===== config.mk =====
export PLATFORM = sky130hd
export DESIGN_NAME = pc_gen
export DESIGN_NICKNAME = d
export VERILOG_FILES = /design/src/rtl/pc_gen.sv
export SDC_FILE = /design/constraint.sdc
export NUM_CORES = 1
export LEC_CHECK = 0
export CAP_MARGIN = 20
export CORE_AREA = 2 2 131 133
export DETAILED_ROUTE_END_ITERATION = 16
export DIE_AREA = 0 0 133 135
export DONT_BUFFER_PORTS = 1
export PLACE_DENSITY = 0.42
export SYNTH_ARGS = -nofsm -noshare
export SYNTH_HDL_FRONTEND = slang
export SYNTH_SLANG_ARGS = --single-unit

===== constraint.sdc =====
create_clock -name clk -period 3.7 [get_ports clk]
set_input_delay 0.74 -clock clk [delete_from_list [all_inputs] [get_ports clk]]
set_output_delay 0.74 -clock clk [all_outputs]
set_load 0.05 [all_outputs]

===== src/rtl/pc_gen.sv =====
// Program-counter generator for instruction fetch: sequential advance, stall hold,
// buffered branch redirects and highest-priority flush redirects.
module pc_gen #(
  parameter int ADDR_W = 32,
  parameter int INST_BYTES = 4,
  parameter logic [ADDR_W-1:0] RESET_VEC = '0,
  parameter int STALL_W = 6
) (
  input  logic               clk,
  input  logic               rst,
  input  logic [STALL_W-1:0] stall,
  input  logic               branch_flag,
  input  logic [ADDR_W-1:0]  branch_target,
  input  logic               flush,
  input  logic [ADDR_W-1:0]  new_pc,
  output logic [ADDR_W-1:0]  pc,
  output logic               ce,
  output logic               addr_err
);

  // Mask form keeps INST_BYTES=1 legal (no zero-width slice of the low bits).
  localparam logic [ADDR_W-1:0] LOW_MASK = ADDR_W'(INST_BYTES - 1);
  localparam logic [ADDR_W-1:0] STEP     = ADDR_W'(INST_BYTES);

  typedef enum logic {IDLE, RUN} state_t;

  state_t            state;
  logic              pend_valid;
  logic [ADDR_W-1:0] pend_target;

  logic unused_stall;
  assign unused_stall = ^(stall >> 1);

  function automatic logic [ADDR_W-1:0] aligned(input logic [ADDR_W-1:0] x);
    return x & ~LOW_MASK;
  endfunction

  function automatic logic misaligned(input logic [ADDR_W-1:0] x);
    return |(x & LOW_MASK);
  endfunction

  always_ff @(posedge clk or posedge rst) begin
    if (rst) begin
      state       <= IDLE;
      pc          <= RESET_VEC;
      ce          <= 1'b0;
      addr_err    <= 1'b0;
      pend_valid  <= 1'b0;
      pend_target <= '0;
    end else begin
      addr_err <= 1'b0;
      case (state)
        IDLE: begin
          state      <= RUN;
          ce         <= 1'b1;
          pc         <= RESET_VEC;
          pend_valid <= 1'b0;
        end
        default: begin
          ce <= 1'b1;
          if (flush) begin
            pc         <= aligned(new_pc);
            addr_err   <= misaligned(new_pc);
            pend_valid <= 1'b0;
          end else if (stall[0]) begin
            // Only the newest branch seen during a stall is kept.
            if (branch_flag) begin
              pend_valid  <= 1'b1;
              pend_target <= branch_target;
            end
          end else if (branch_flag) begin
            pc         <= aligned(branch_target);
            addr_err   <= misaligned(branch_target);
            pend_valid <= 1'b0;
          end else if (pend_valid) begin
            pc         <= aligned(pend_target);
            addr_err   <= misaligned(pend_target);
            pend_valid <= 1'b0;
          end else begin
            pc <= pc + STEP;
          end
        end
      endcase
    end
  end

endmodule


* Word level (Yosys, flattened, before mapping) *
Index checks and enable logic that the tools add are counted.

storage, ports and cells
  bits in registers = 67
  output and inout port bits = 34

operators by class
  add/subtract/negate cells = 1
  eq/ne operators = 2
  multiplexer cells = 14
  bitwise operators = 1
  reduce and logical (&&, ||, !) cells = 4

operators with widths
  cell                                            number
  two-way mux 32 bit                              5
  adder 32 x 3 -> 32 bit (second input constant)  1
  two-way mux 1 bit                               9
  OR reduction 2 bit                              3
  inequality test 4 bit (second input constant)   1
  AND reduction 4 bit                             1
  inequality test 3 bit (second input constant)   1
  inverter 1 bit                                  1

* Logic depth before layout (Yosys ltp) *
Gate-level depths: netlist of run 1.

  word-level depth = 6
  gate-level depth with buffers = 7

* Least setup slack after synthesis of run 1 *
Ideal clock, no wire load.

  kind = reg2reg
  start = register pc[2]
  end = register pc[28]
  setup time = 0.084 ns
  arrival time = 2.236 ns
  setup slack = 1.380 ns
  cell stages (with the launch flop) = 7
  clock period less this slack = 2.320 ns
  path through = dfrtp_1 -> ha_1 -> nand2_2 -> nor4_4 -> nand4_1 -> or4_1 -> a41oi_2

between the ends
  word-level cells in the longest chain between the ends = 6

RTL lines
  what                    line  source
  from (decl)             16    output logic [ADDR_W-1:0] pc,
  from (signal assigned)  62    pc <= aligned(new_pc);
  from (signal assigned)  72    pc <= aligned(branch_target);
  from (signal assigned)  76    pc <= aligned(pend_target);
  adder 32 x 3 -> 32 bit  80    pc <= pc + STEP;
  two-way mux 32 bit      75    end else if (pend_valid) begin
  two-way mux 32 bit      71    end else if (branch_flag) begin
  two-way mux 32 bit      65    end else if (stall[0]) begin
  two-way mux 32 bit      61    if (flush) begin
  two-way mux 32 bit      52    case (state)

Every way passes these cells. The select of a mux whose other input is x is not followed.
A chain may end at the register's enable or synchronous reset.

* Worst setup path after layout of run 1 *
Ends and elaborated chain as after synthesis.

==> impl_metrics.py, run 1 <==
metrics = {
    "cells_and_area": {
        "seq_area_um2": 1630,
        "n_fill_cell": 1721,
        "multi_input_area_um2": 2230,
        "area_delta_synth_final_pct": 14.8,
        "final_util_pct": 28.3,
        "num-nets-final": 504,
        "diodes": 0,
        "final_layout_size_suffix_gt1_share_pct": 16.1,
    },
    "floorplanning": {
        "rows": 47,
        "initial_core_util_pct": 24.7,
        "dieWidth_um": 133,
        "floorplan.die_area_um2": 18000,
        "die_h_um": 135,
        "ios": 108,
        "core_area_um2": 16400,
    },
    "synthesis": {
        "synth.cell_area_um2": 4050,
        "yosysTopAreaCell": "dfrtp_1",
        "synth_edf_count": 0,
        "yosysUniqueCellTypes": 61,
        "ys.flop_type": "dfrtp_1",
        "ys_seq_area_share_pct": 40.2,
        "synthArstFlopShare_pct": 100,
        "ys_seq_elements": 65,
        "synthCells": 443,
        "yosys_warnings": 0,
        "synth_top_area_share_pct": 40.2,
        "synthTopCellsByArea": "dfrtp_1, mux2_2, o21ai_0",
        "avgSynthCellArea_um2": 9.13,
    },
    "clock_network": {
        "clk_latency_ns": 0.33,
        "post-cts-setup-buffers": 0,
        "h-tree-depth": 3,
        "cts_tree": "yes",
        "holdBufCountCts": 0,
        "cts_buffer_depth": 2,
        "cts-resized-gates": 0,
        "root_buffer": "clkbuf_16",
        "cts.sinks": 65,
        "cts.clk_slew.worst_paths_ns": 0.06,
        "numCtsBuffers": 9,
    },
    "worst_setup_path": {
        "worst_setup_path_start_kind": "flip-flop",
        "path_class": "flip-flop to flip-flop",
        "critPathSlowestCell": "dfrtp_1",
        "path_max_fanout": 8,
        "startpoint": "pc[2]",
        "timing.rr.end": "pc[28]",
        "path_depth": 6,
        "reg2reg_depth": 6,
        "r2r-start": "pc[2]",
        "crit_buf_inv": 0,
        "crit_end": "pc[28]",
        "cp-end-kind": "flip-flop",
        "worstPathArrival_ns": 2.97,
        "max_stage_delay_ns": 0.72,
        "regToRegSetupSlack_ns": 0.98,
        "cp_data_required_time_ns": 3.95,
        "cp_cell_sequence": "ha_1, nand2_2, nor4_4, nand4_1, or4_1, a41oi_2",
        "crit_family": "simple AND/OR/NAND/NOR gates",
    },
    "timing": {
        "min_period_ns": 2.72,
        "fmax_mhz": 368,
        "fin_crit_sh_pct": 73.5,
        "max_slew.worst_pin.slew_ns": 0.840,
        "worst_hold_slack_ns": 0.390,
        "setup_viol": 0,
        "drv_slew": 0,
        "hold_violations": 0,
        "rsz0062_at_grt": "false",
        "slew_headroom_pct": 43.6,
        "tns_ns": 0,
        "finClkSkew_ns": 0.00492,
    },
    "power": {
        "ir_drop_mv": 0.225,
        "leakagePower_nw": 1.82,
        "powerDensity_nw_per_um2": 505,
    },
    "place": {
        "globalplace.congestion": 0.758,
        "io_buffers": 0,
        "post-dp-hpwl_um": 9920,
    },
    "global_route": {
        "grt_pass1_wl_um": 22300,
        "track_usage_pct": 16.3,
        "grt_max_degree": 45,
        "antenna_found_initial": 0,
        "grt_pass1_vias": 3599,
        "grt_overflow": 0,
    },
    "detailed_routing": {
        "wl_met2_um": 6710,
        "drt_iter0_markers": 225,
        "firstDrtPassIters": 4,
        "drc_errors": 0,
        "wl_met1_um": 6070,
        "top_layer": "met4",
        "via_count": 3502,
        "wire_per_inst_um": 21.7,
        "ant_nets": 0,
        "drt_wl_total_um": 14200,
        "via_per_inst": 5.35,
        "route.met3.wl_um": 1200,
    },
    "hold_path": {
        "worstHoldPathType": "input pin to async pin",
    },
    "run": {
        "drv_cap": 0,
    },
    "outcome": {
        "status": "finished, final reports clean",
    },
}
## cell usage after synthesis (2+ instances only)
| cell | instances |
|---|---|
| conb_1 | 2 |
| buf_4 | 2 |
| nand3b_1 | 2 |
| a22o_1 | 4 |
| clkbuf_1 | 24 |
| o21a_1 | 3 |
| nand4_1 | 9 |
| o221ai_1 | 2 |
| and2_1 | 5 |
| mux2_2 | 33 |
| a221o_1 | 10 |
| buf_2 | 2 |
| nand3_1 | 14 |
| and3_1 | 5 |
| o211ai_1 | 8 |
| a31oi_1 | 16 |
| o31ai_1 | 2 |
| o41ai_1 | 2 |
| nor3b_1 | 7 |
| xor2_1 | 2 |
| nor2_1 | 19 |
| xnor2_1 | 4 |
| a21oi_1 | 22 |
| o311ai_0 | 3 |
| o21ai_0 | 44 |
| or3_1 | 5 |
| nand4_4 | 2 |
| inv_1 | 10 |
| nor4_4 | 2 |
| a31o_2 | 2 |
| a21o_1 | 2 |
| nand2_1 | 41 |
| nand2b_1 | 8 |
| a221oi_1 | 4 |
| nor3_1 | 10 |
| nor2b_1 | 2 |
| buf_1 | 8 |
| dfrtp_1 | 65 |
| and4_1 | 4 |
| o31a_1 | 2 |
| nor4_1 | 5 |
| mux2i_1 | 6 |
## logic make-up (layout without fill, tap and decap cells)
kind of cell / Yosys count / after routing / synth area share [%]
muxes: 39 / 39 / 10.7
adders and majority gates: 1 / 1 / 0.309
buffers and inverters: 48 / 38 / 4.70
DFF: 65 / 65 / 40.2
xor gates and xnor gates: 6 / 6 / 1.30
other: 2 / 3 / 0.186
AOI/OAI and AO/OA: 137 / 137 / 22.5
and+or+nand+nor: 145 / 145 / 20.1
## worst min-delay path by stage
stage	startpoint	to	slack (ns)	cells after the start
floorplan	pend_target[19]	pend_target[19]	0.45	2
global placement	pend_target[19]	pend_target[19]	0.46	2
detailed placement	pend_target[19]	pend_target[19]	0.47	2
CTS	rst	pend_target[3]	0.41	1
global route	rst	pend_target[3]	0.43	1
finish	rst	pend_target[3]	0.39	1
## per-stage QoR
stage	setup slack [ns]	area (um^2)	std cells	total power [mW]
final	0.982	4650	654	2.35
after global routing	0.797	4650	654	2.45
after CTS	0.964	4650	654	2.37
after detailed placement	0.964	4270	638	1.27
after global placement	0.999	4270	638	1.26
after floorplan	1.33	4050	444	1.20
## layer usage
layer / track usage, % / vias to the layer above
li1: - / 1640
met1: 20.3 / 1744
met2: 26.5 / 104
met3: 5.71 / 14
met4: 5.20 / 0
met5: 0 / -
## registers in the layout (all words and copies together) (netlist names)
| register | count |
|---|---|
| addr_err | 1 |
| pc | 30 |
| pend_target | 32 |
| pend_valid | 1 |
| state | 1 |
## cells in the final DEF (no fill, tap or decap), types with 4 or more instances in the layout
master / instances
or3_1: 5
nand3_1: 14
dfrtp_1: 65
nand2b_1: 8
bufinv_16: 4
and3_1: 5
nor2_1: 19
inv_1: 9
o211ai_1: 8
xnor2_1: 4
a22o_1: 4
o21ai_0: 44
a21oi_1: 22
nand2_1: 41
nor4_1: 5
clkbuf_16: 9
nor3b_1: 7
and4_1: 4
a31oi_1: 16
mux2i_1: 6
nand4_1: 9
a221oi_1: 4
buf_4: 9
nor3_1: 10
a221o_1: 10
mux2_2: 33
and2_1: 5
## area by class of cell
cell class                      instances  share of cell area (%)
Inverter                               12                   0.970
Clock buffer                           11                    5.44
Timing Repair Buffer                   10                    1.89
Sequential cell                        65                    35.0
Clock inverter                          5                    2.69
Tap cell                              220                    5.93
Multi-Input combinational cell        331                    48.1
## where the power goes
group | switching [mW] | internal [mW]
Clock | 0.332 | 0.762
Combinational | 0.140 | 0.133
Sequential | 0.167 | 0.812
Total | 0.639 | 1.71
Power figures use the tool's default switching activity.
==> run 2: changes to the inputs <==
--- a/config.mk
+++ b/config.mk
@@ -10,7 +10,7 @@
 export DETAILED_ROUTE_END_ITERATION = 16
 export DIE_AREA = 0 0 133 135
 export DONT_BUFFER_PORTS = 1
-export PLACE_DENSITY = 0.42
+export PLACE_DENSITY = 0.43
 export SYNTH_ARGS = -nofsm -noshare
 export SYNTH_HDL_FRONTEND = slang
 export SYNTH_SLANG_ARGS = --single-unit
==> constraint.sdc (replaced) <==
create_clock -name clk -period 2.3 [get_ports clk]
set_input_delay 0.46 -clock clk [delete_from_list [all_inputs] [get_ports clk]]
set_output_delay 0.46 -clock clk [all_outputs]
set_load 0.05 [all_outputs]
==> run 2 against run 1 <==
Compared with the run above:
- cell count rose by 6.3%
- clock skew decreased by 0.0019 ns
- non-clock buffer count is 41 higher
- first-iteration DRC count increased by 3.6%
- register-to-register slack got worse by 0.75 ns
- core utilization is 1.5 points higher
- wire length rose by 3.2%
- sequential cell count is the same
- worst hold slack worse by 0.32 ns
- largest power group is now registers
==> impl_metrics.py, run 2 (synthesized netlist as in run 1, its figures left out) <==
metrics = {
    "outcome": {
        "status": "finished, final reports clean",
    },
    "clock_network": {
        "holdBufCountCts": 0,
        "h-tree-depth": 3,
        "cts_tree": "yes",
        "cts.clk_slew.worst_paths_ns": 0.05,
        "numCtsBuffers": 9,
        "cts.sinks": 65,
        "cts-resized-gates": 0,
        "root_buffer": "clkbuf_16",
        "cts_buffer_depth": 2,
        "post-cts-setup-buffers": 0,
        "clk_latency_ns": 0.33,
    },
    "worst_setup_path": {
        "timing.rr.end": "pc[28]",
        "cp_cell_sequence": "ha_1, nand2_2, nor4_4, nand4_1, or4_1, a41oi_2",
        "max_stage_delay_ns": 0.44,
        "startpoint": "pc[3]",
        "crit_family": "simple AND/OR/NAND/NOR gates",
        "cp_data_required_time_ns": 2.55,
        "cp-end-kind": "flip-flop",
        "reg2reg_depth": 6,
        "r2r-start": "pc[3]",
        "worstPathArrival_ns": 2.31,
        "critPathSlowestCell": "or4_1",
        "regToRegSetupSlack_ns": 0.23,
        "path_max_fanout": 8,
        "crit_buf_inv": 0,
        "path_class": "flip-flop to flip-flop",
        "worst_setup_path_start_kind": "flip-flop",
    },
    "cells_and_area": {
        "n_fill_cell": 1730,
        "seq_area_um2": 1630,
        "mostFrequentLayoutCells": "dfrtp_1, buf_4, o21ai_0",
        "num-nets-final": 545,
        "multi_input_area_um2": 2230,
        "mostFrequentLayoutCell": "dfrtp_1",
        "diodes": 0,
        "area_delta_synth_final_pct": 20.7,
        "final_layout_size_suffix_gt1_share_pct": 23.6,
        "finalNonFillerCells": 695,
        "largest_reg_flops": 32,
        "regMostFlops": "pend_target",
        "top_regs": "pend_target x32, pc x30",
    },
    "hold_path": {
        "worstHoldPathType": "input pin to async pin",
    },
    "global_route": {
        "grt_pass1_vias": 3681,
        "grt_pass1_wl_um": 22500,
        "grt_max_degree": 45,
        "antenna_found_initial": 0,
        "grt_overflow": 0,
        "track_usage_pct": 16.5,
    },
    "timing": {
        "slew_headroom_pct": 59.8,
        "rsz0062_at_grt": "false",
        "fin_crit_sh_pct": 89.8,
        "max_slew.worst_pin.slew_ns": 0.602,
        "finClkSkew_ns": 0.00298,
        "hold_violations": 0,
        "drv_slew": 0,
        "setup_viol": 0,
        "tns_ns": 0,
        "worst_hold_slack_ns": 0.0715,
        "min_period_ns": 2.07,
        "fmax_mhz": 484,
    },
    "detailed_routing": {
        "via_count": 3629,
        "ant_nets": 0,
        "drt_iter0_markers": 233,
        "wl_met2_um": 7040,
        "wire_per_inst_um": 21.0,
        "wl_met1_um": 6260,
        "firstDrtPassIters": 4,
        "drt_wl_total_um": 14600,
        "top_layer": "met4",
        "drc_errors": 0,
        "via_per_inst": 5.22,
        "route.met3.wl_um": 1130,
    },
    "power": {
        "ir_drop_mv": 0.335,
        "powerDensity_nw_per_um2": 703,
        "leakagePower_nw": 1.99,
    },
    "run": {
        "drv_cap": 0,
    },
    "floorplanning": {
        "core_area_um2": 16400,
        "rows": 47,
        "ios": 108,
        "initial_core_util_pct": 24.7,
        "floorplan.die_area_um2": 18000,
        "dieWidth_um": 133,
        "die_h_um": 135,
    },
    "place": {
        "post-dp-hpwl_um": 10800,
        "dpl.cell_count": 679,
        "io_buffers": 0,
        "globalplace.congestion": 0.776,
    },
}
==> run 2: final cells by class <==
cell class	count	area share (%)
flip-flops and latches	65	33.4
clock inverters	2	0.205
multi-input cells	331	45.7
inverters	12	0.922
clock buffers	14	5.81
repair buffers	51	8.35
well taps	220	5.64
==> run 2: through the flow <==
stage               total power, mW  instance area [um^2]  util (%)  setup slack [ns]
floorplan                      1.93                  4050         -            0.0695
global placement               2.09                  4590      28.0             0.209
detailed placement             2.12                  4590      28.0             0.205
CTS                            3.48                  4880      29.8             0.224
global route                   3.60                  4880      29.8            0.0843
finish                         3.43                  4880      29.8             0.234
==> run 2: worst max path at each step <==
stage                           to  slack (ns)  depth (start not counted)
floorplan                    pc[2]        0.07                          1
detailed placement  pend_target[8]        0.20                          5
CTS                         pc[28]        0.22                          6
global placement    pend_target[3]        0.21                          5
finish                      pc[28]        0.23                          6
global route                 pc[7]        0.08                          7
==> run 2: layer usage <==
metal  vias up  GRT usage [%]
met4         0           5.02
met3        12           5.44
met1      1807           20.3
met5         -              0
li1       1712              -
met2        98           27.4
==> run 2: worst register-to-register path, delay by kind of cell (launching register included) <==
family / cells / cell delay [ns]
simple gates: 4 / 1.18
fa+ha+maj: 1 / 0.24
compound gates: 1 / 0.19
flops: 1 / 0.39
==> run 2: power breakdown <==
| group | total (mW) | switching, mW | internal (mW) | leakage [nW] |
|---|---|---|---|---|
| clock network | 1.34 | 0.498 | 0.844 | 0.149 |
| registers | 1.42 | 0.112 | 1.31 | 0.810 |
| logic | 0.668 | 0.399 | 0.269 | 1.03 |
